[config.mk]
export PLATFORM = sky130hd
export DESIGN_NAME = avg_line_raster_flat
export DESIGN_NICKNAME = d
export VERILOG_FILES = /design/src/rtl/avg_line_raster_if.sv /design/src/rtl/avg_line_raster.sv /design/src/flat_wrapper.sv
export SDC_FILE = /design/constraint.sdc
export NUM_CORES = 1
export LEC_CHECK = 0
export CORE_AREA = 2 2 183 185
export CTS_BUF_LIST = sky130_fd_sc_hd__clkbuf_2
export DETAILED_ROUTE_END_ITERATION = 7
export DIE_AREA = 0 0 185 187
export GPL_ROUTABILITY_DRIVEN = 1
export PLACE_DENSITY = 0.58
export SLEW_MARGIN = 15
export SYNTH_ARGS = -nofsm -noshare
export SYNTH_HDL_FRONTEND = slang
export SYNTH_SLANG_ARGS = --single-unit
[constraint.sdc]
create_clock -name clk -period 6.4 [get_ports clk]
set_input_delay 1.6 -clock clk [delete_from_list [all_inputs] [get_ports clk]]
set_output_delay 1.6 -clock clk [all_outputs]
set_load 0.02 [all_outputs]
[src/rtl/avg_line_raster_if.sv]
// Handshake bundle between the line-register queue, the rasterizer and the framebuffer write port.
// The master side is the rasterizer: it pops the queue and issues pixel writes.
interface avg_line_raster_if #(
    parameter int AW = 19
);
    logic signed [10:0] qStartX;
    logic signed [10:0] qStartY;
    logic signed [10:0] qEndX;
    logic signed [10:0] qEndY;
    logic [2:0]         qColor;
    logic               qEmpty;
    logic               qRead;
    logic [AW-1:0]      fbAddr;
    logic [2:0]         fbColor;
    logic               fbWe;
    logic               fbReady;

    modport master (
        input  qStartX, qStartY, qEndX, qEndY, qColor, qEmpty, fbReady,
        output qRead, fbAddr, fbColor, fbWe
    );

    modport slave (
        output qStartX, qStartY, qEndX, qEndY, qColor, qEmpty, fbReady,
        input  qRead, fbAddr, fbColor, fbWe
    );
endinterface

[src/rtl/avg_line_raster.sv]
// Bresenham line rasterizer: pops one segment from the line queue and emits one
// framebuffer pixel write per cycle, silently dropping pixels that fall off screen.
module avg_line_raster #(
    parameter int XMAX = 640,
    parameter int YMAX = 480,
    parameter int AW   = 19
) (
    input  logic                 clk,
    input  logic                 rst_b,
    avg_line_raster_if.master    bus,
    output logic                 busy,
    output logic [15:0]          linesDone
);

    typedef enum logic [1:0] {IDLE, SETUP, DRAW} state_t;

    localparam logic signed [11:0] HALF_X = 12'(XMAX / 2);
    localparam logic signed [11:0] HALF_Y = 12'(YMAX / 2);
    localparam logic signed [11:0] XMAX_S = 12'(XMAX);
    localparam logic signed [11:0] YMAX_S = 12'(YMAX);

    state_t state, stateNext;

    logic signed [10:0] x0, y0, x1, y1;
    logic [2:0]         color;
    logic signed [11:0] dx, dy, sx, sy;
    logic signed [11:0] curX, curY;
    logic signed [12:0] err;

    logic signed [11:0] xDiff, yDiff, dxSetup, dySetup;
    logic signed [11:0] px, py;
    logic               onScreen, atEnd, advance;
    logic [AW-1:0]      pixAddr;
    logic signed [13:0] e2, dx14, dy14;
    logic               stepX, stepY;
    logic signed [12:0] addX, addY;

    // Segment geometry, screen mapping and the Bresenham step decision for the current pixel.
    always_comb begin
        xDiff   = 12'(x1) - 12'(x0);
        yDiff   = 12'(y1) - 12'(y0);
        dxSetup = (xDiff < 0) ? -xDiff : xDiff;
        dySetup = (yDiff < 0) ? yDiff : -yDiff;

        px       = curX + HALF_X;
        py       = HALF_Y - curY;
        onScreen = (px >= 12'sd0) && (px < XMAX_S) && (py >= 12'sd0) && (py < YMAX_S);
        pixAddr  = AW'($unsigned(py)) * AW'(XMAX) + AW'($unsigned(px));
        atEnd    = (curX == 12'(x1)) && (curY == 12'(y1));
        advance  = !onScreen || bus.fbReady;

        e2    = {err, 1'b0};
        dx14  = 14'(dx);
        dy14  = 14'(dy);
        stepX = (e2 >= dy14);
        stepY = (e2 <= dx14);
        addX  = stepX ? 13'(dy) : 13'sd0;
        addY  = stepY ? 13'(dx) : 13'sd0;
    end

    always_ff @(posedge clk or negedge rst_b) begin
        if (!rst_b) begin
            state <= IDLE;
        end else begin
            state <= stateNext;
        end
    end

    // Queue pop is gated by reset so the strobe is low while the block is held in reset.
    always_comb begin
        stateNext   = state;
        bus.qRead   = 1'b0;
        bus.fbWe    = 1'b0;
        bus.fbAddr  = '0;
        bus.fbColor = 3'd0;
        busy        = (state != IDLE);
        case (state)
            IDLE: begin
                if (!bus.qEmpty && rst_b) begin
                    bus.qRead = 1'b1;
                    stateNext = SETUP;
                end
            end
            SETUP: begin
                stateNext = DRAW;
            end
            DRAW: begin
                bus.fbWe    = onScreen;
                bus.fbAddr  = pixAddr;
                bus.fbColor = color;
                if (advance && atEnd) begin
                    stateNext = IDLE;
                end
            end
            default: begin
                stateNext = IDLE;
            end
        endcase
    end

    always_ff @(posedge clk or negedge rst_b) begin
        if (!rst_b) begin
            x0        <= '0;
            y0        <= '0;
            x1        <= '0;
            y1        <= '0;
            color     <= '0;
            dx        <= '0;
            dy        <= '0;
            sx        <= '0;
            sy        <= '0;
            curX      <= '0;
            curY      <= '0;
            err       <= '0;
            linesDone <= '0;
        end else begin
            case (state)
                IDLE: begin
                    if (!bus.qEmpty) begin
                        x0    <= bus.qStartX;
                        y0    <= bus.qStartY;
                        x1    <= bus.qEndX;
                        y1    <= bus.qEndY;
                        color <= bus.qColor;
                    end
                end
                SETUP: begin
                    dx   <= dxSetup;
                    dy   <= dySetup;
                    sx   <= (x0 < x1) ? 12'sd1 : -12'sd1;
                    sy   <= (y0 < y1) ? 12'sd1 : -12'sd1;
                    err  <= 13'(dxSetup) + 13'(dySetup);
                    curX <= 12'(x0);
                    curY <= 12'(y0);
                end
                DRAW: begin
                    if (advance) begin
                        if (atEnd) begin
                            linesDone <= linesDone + 16'd1;
                        end else begin
                            // Both axis steps are decided from the same e2 and may land together.
                            err <= err + addX + addY;
                            if (stepX) curX <= curX + sx;
                            if (stepY) curY <= curY + sy;
                        end
                    end
                end
                default: begin
                end
            endcase
        end
    end

endmodule

[src/flat_wrapper.sv]
// flat-port wrapper written by rule: the top's interface ports become plain ports
module avg_line_raster_flat 
#(
    parameter int XMAX = 640,
    parameter int YMAX = 480,
    parameter int AW   = 19
)
  (clk, rst_b, busy, linesDone, bus_qStartX, bus_qStartY, bus_qEndX, bus_qEndY, bus_qColor, bus_qEmpty, bus_fbReady, bus_qRead, bus_fbAddr, bus_fbColor, bus_fbWe);
  avg_line_raster_if #(.AW(AW)) bus_i ();
  input  logic clk;
  input  logic rst_b;
  output logic busy;
  output logic [15:0] linesDone;
  input wire logic [$bits(bus_i.qStartX)-1:0] bus_qStartX;
  input wire logic [$bits(bus_i.qStartY)-1:0] bus_qStartY;
  input wire logic [$bits(bus_i.qEndX)-1:0] bus_qEndX;
  input wire logic [$bits(bus_i.qEndY)-1:0] bus_qEndY;
  input wire logic [$bits(bus_i.qColor)-1:0] bus_qColor;
  input wire logic [$bits(bus_i.qEmpty)-1:0] bus_qEmpty;
  input wire logic [$bits(bus_i.fbReady)-1:0] bus_fbReady;
  output wire logic [$bits(bus_i.qRead)-1:0] bus_qRead;
  output wire logic [$bits(bus_i.fbAddr)-1:0] bus_fbAddr;
  output wire logic [$bits(bus_i.fbColor)-1:0] bus_fbColor;
  output wire logic [$bits(bus_i.fbWe)-1:0] bus_fbWe;
  assign bus_i.qStartX = bus_qStartX;
  assign bus_i.qStartY = bus_qStartY;
  assign bus_i.qEndX = bus_qEndX;
  assign bus_i.qEndY = bus_qEndY;
  assign bus_i.qColor = bus_qColor;
  assign bus_i.qEmpty = bus_qEmpty;
  assign bus_i.fbReady = bus_fbReady;
  assign bus_qRead = bus_i.qRead;
  assign bus_fbAddr = bus_i.fbAddr;
  assign bus_fbColor = bus_i.fbColor;
  assign bus_fbWe = bus_i.fbWe;
  avg_line_raster #(.XMAX(XMAX), .YMAX(YMAX), .AW(AW)) u_core (.clk(clk), .rst_b(rst_b), .bus(bus_i), .busy(busy), .linesDone(linesDone));
endmodule
==> impl_metrics.ini <==
[setup_path]
cp-end-kind = primary output
cpLargestDelayFamily = compound AO/OA/AOI/OAI gates
r2r_cells = 23
cp_data_arrival_time_ns = 4.46
cp_cell_sequence = o41ai_2 > xor2_1 > ha_1 > ha_1 > nor2b_1 > o21ai_0 > a21boi_0 > o21a_1 > nor2_1 > xnor2_2 > nand2_1 > or3_1 > a21oi_1 > clkbuf_2
r2r_setup_slack_ns = 0.84
cpPeakStageDelay_ns = 0.56
worst_r2r_startpoint = u_core.err[0]
r2r_end = u_core.err[12]
crit_slowest_cell = dfrtp_1
cp-start-kind = flop
cp_num_buf_inv = 1
path_max_fanout = 8
crit_top_cell = ha_1
path_class = reg2out
crit_required_ns = 4.80

[timing]
setup_tns_ns = 0
hold_viol_final = 0
clock_skew_ns = 0.0657
maxSlewHeadroom_pct = 34.8
min_period_ns = 6.06
finalSetupViolations = 0
max_freq_ghz = 0.165
finalMaxSlewViolations = 0
worstMarginPinSlew_ns = 0.978
period_share_pct = 94.7

[floorplanning]
num_rows = 67
dieWidth_um = 185
die_area_um2 = 34600
initial_core_util_pct = 34.2
die_h_um = 187
ioPinCount = 92
core_area_um2 = 32900

[clocking]
clk_path_buf_depth = 2
cts_root_buf = clkbuf_2
path_clk_slew_ns = 0.22
cts_tree = done
cts-buffers-inserted = 17
clk_latency_ns = 0.81
cts_max_level = 4
cts_sinks = 129
ctsHoldBuffers = 0

[min_path]
hold_depth = 1
min_to = u_core.linesDone[15]
hp-start = u_core.linesDone[15]
hold_class = reg2reg

[synthesis]
synth_cell_types = 70
ys_ff_latch = 129
synth-warning-count = 0
synth.cell_area_um2 = 11200
syn_area_per_cell_um2 = 8.62
synth_nets = 1500
synthFlopType = dfrtp_1
synth_edf_count = 0
async_reset_ff_share_pct = 100
yosysSeqAreaShare_pct = 28.8
syn_inst = 1303

[route]
ant_nets = 0
drtIter0Drc = 568
via_count = 9261
wl_um = 29500
dr.pass1.iters = 5
vias_per_cell = 5.02
drt-wirelength-per-cell_um = 16.0
drc_errors = 0

[placed_design]
gp_congestion = 0.861
port-buffer-count = 91
dp_hpwl_um = 22800

[final_layout]
drive_above_1_share_pct = 7.66
synthToLayoutAreaGrowth_pct = 15.0
nets = 1582

[grt]
grt-ovfl-total = 0
grt_pass1_wl_um = 48000
grt_pass1_vias = 9189
antenna_found_initial = 1
globalRouteTotalUtil_pct = 17.6
grt_max_degree = 71

[status]
status = finished clean

[run]
cap_violations = 0
==> cell type report <==
| class | count | area (µm²) |
|---|---|---|
| fill | 3413 | 20000 |
| multi-input combinational | 999 | 7350 |
| sequential | 129 | 3230 |
| timing repair buffer | 107 | 1020 |
| tap | 448 | 561 |
| inverter | 131 | 492 |
| clock inverter | 14 | 156 |
| clock buffer | 17 | 85.1 |
| antenna | 1 | 2.50 |
==> Yosys cell counts, drive strengths merged (3+ instances only) <==
library cell / n / area (µm²)
a2111oi: 3 / 32.5
a211oi: 6 / 45.0
a21boi: 5 / 37.5
a21o: 28 / 210
a21oi: 74 / 370
a22oi: 3 / 22.5
a31oi: 12 / 75.1
and2: 20 / 125
and3: 8 / 50.1
buf: 13 / 62.6
clkbuf: 31 / 116
dfrtp: 129 / 3230
fa: 20 / 400
ha: 126 / 1580
inv: 130 / 488
mux2: 31 / 349
mux2i: 18 / 180
nand2: 117 / 439
nand2b: 8 / 50.1
nand3: 29 / 145
nand3b: 5 / 37.5
nand4: 10 / 62.6
nor2: 97 / 367
nor2b: 27 / 176
nor3: 30 / 150
nor3b: 3 / 27.5
nor4: 9 / 71.3
nor4b: 6 / 58.8
o2111ai: 3 / 26.3
o211ai: 8 / 60.1
o21a: 9 / 67.6
o21ai: 103 / 515
o21bai: 7 / 52.6
o31ai: 3 / 22.5
o41ai: 5 / 77.6
or2: 3 / 18.8
or3: 8 / 50.1
or4: 3 / 22.5
xnor2: 79 / 692
xor2: 51 / 454
==> metal layers <==
layer	up-vias	routed length (µm)	part of all wire [%]	track usage, %
met1	4412	14100	48	23.8
met5	-	0	0	0
li1	4639	-	-	-
met3	49	914	3.1	2.73
met4	0	776	2.6	5.77
met2	161	13700	46	28.6
==> kinds of logic after synthesis <==
kind of cell	share of synthesized area (%)
adder cells (fa/ha/maj)	17.6
flip-flops	28.8
buffers and inverters	5.97
multiplexers	4.71
XOR/XNOR	10.2
AND/OR/NAND/NOR	16.7
AO/OA/AOI/OAI	16.0
==> state kept, by name, summed over array words and instances, names as in the netlist <==
signal / count
u_core.sx: 1
u_core.linesDone: 16
u_core.state: 2
u_core.y0: 11
u_core.x1: 11
u_core.dx: 12
u_core.curY: 12
u_core.color: 3
u_core.x0: 11
u_core.sy: 2
u_core.y1: 11
u_core.err: 13
u_core.curX: 12
u_core.dy: 12
==> cells in the final DEF, fill, tap and decap left out, types with 28 or more instances in the layout <==
cell type / count
xor2_1: 50
mux2_2: 31
nor2_1: 95
a21oi_1: 73
clkdlybuf4s50_1: 87
nand2_1: 117
o21ai_0: 100
nor3_1: 30
xnor2_1: 78
ha_1: 125
inv_1: 130
a21o_1: 28
dfrtp_1: 127
nand3_1: 29
==> metrics by stage <==
| stage | area, µm² | cells | worst slack, ns | hold WS [ns] | utilization [%] |
|---|---|---|---|---|---|
| 2_1_floorplan | 11200 | 1303 | 1.17 | 0.469 | - |
| 3_3_place_gp | 12600 | 1810 | 0.675 | 0.459 | 38.4 |
| 3_5_place_dp | 12600 | 1810 | 0.643 | 0.464 | 38.4 |
| 4_1_cts | 12900 | 1841 | 0.0730 | 0.494 | 39.1 |
| 5_1_grt | 12900 | 1846 | -0.0140 | 0.519 | 39.3 |
| 6_report | 12900 | 1846 | 0.341 | 0.493 | 39.3 |
==> how the worst max path moves through the flow <==
stage | start | endpoint | cells after the start
final | u_core.curY[3] | bus_fbAddr[17] | 14
after global routing | u_core.curY[0] | bus_fbAddr[14] | 15
after CTS | u_core.curY[1] | bus_fbAddr[17] | 17
after detailed placement | u_core.curY[1] | bus_fbAddr[17] | 17
after global placement | u_core.curY[1] | bus_fbAddr[17] | 17
after floorplan | u_core.curY[0] | bus_fbAddr[17] | 16
==> worst register-to-register path, delay by kind of cell, from the launching register on <==
| kind | cells | cell delay (ns) |
|---|---|---|
| adders and majority gates | 3 | 1.15 |
| xor gates and xnor gates | 1 | 0.15 |
| buffers and inverters | 2 | 0.26 |
| muxes | 1 | 0.36 |
| and+or+nand+nor | 3 | 0.48 |
| AOI/OAI and AO/OA | 13 | 2.62 |
| DFF | 1 | 0.48 |
==> repair_timing <==
action,CTS,global route
gates cloned,0,0
pin swaps,0,2
setup buffers,0,4
resized for setup,4,10
endpoints found under the setup margin,4,6
Power is not shown: default switching activity piles up to over one toggle a cycle in this logic, so the estimate is an artifact.
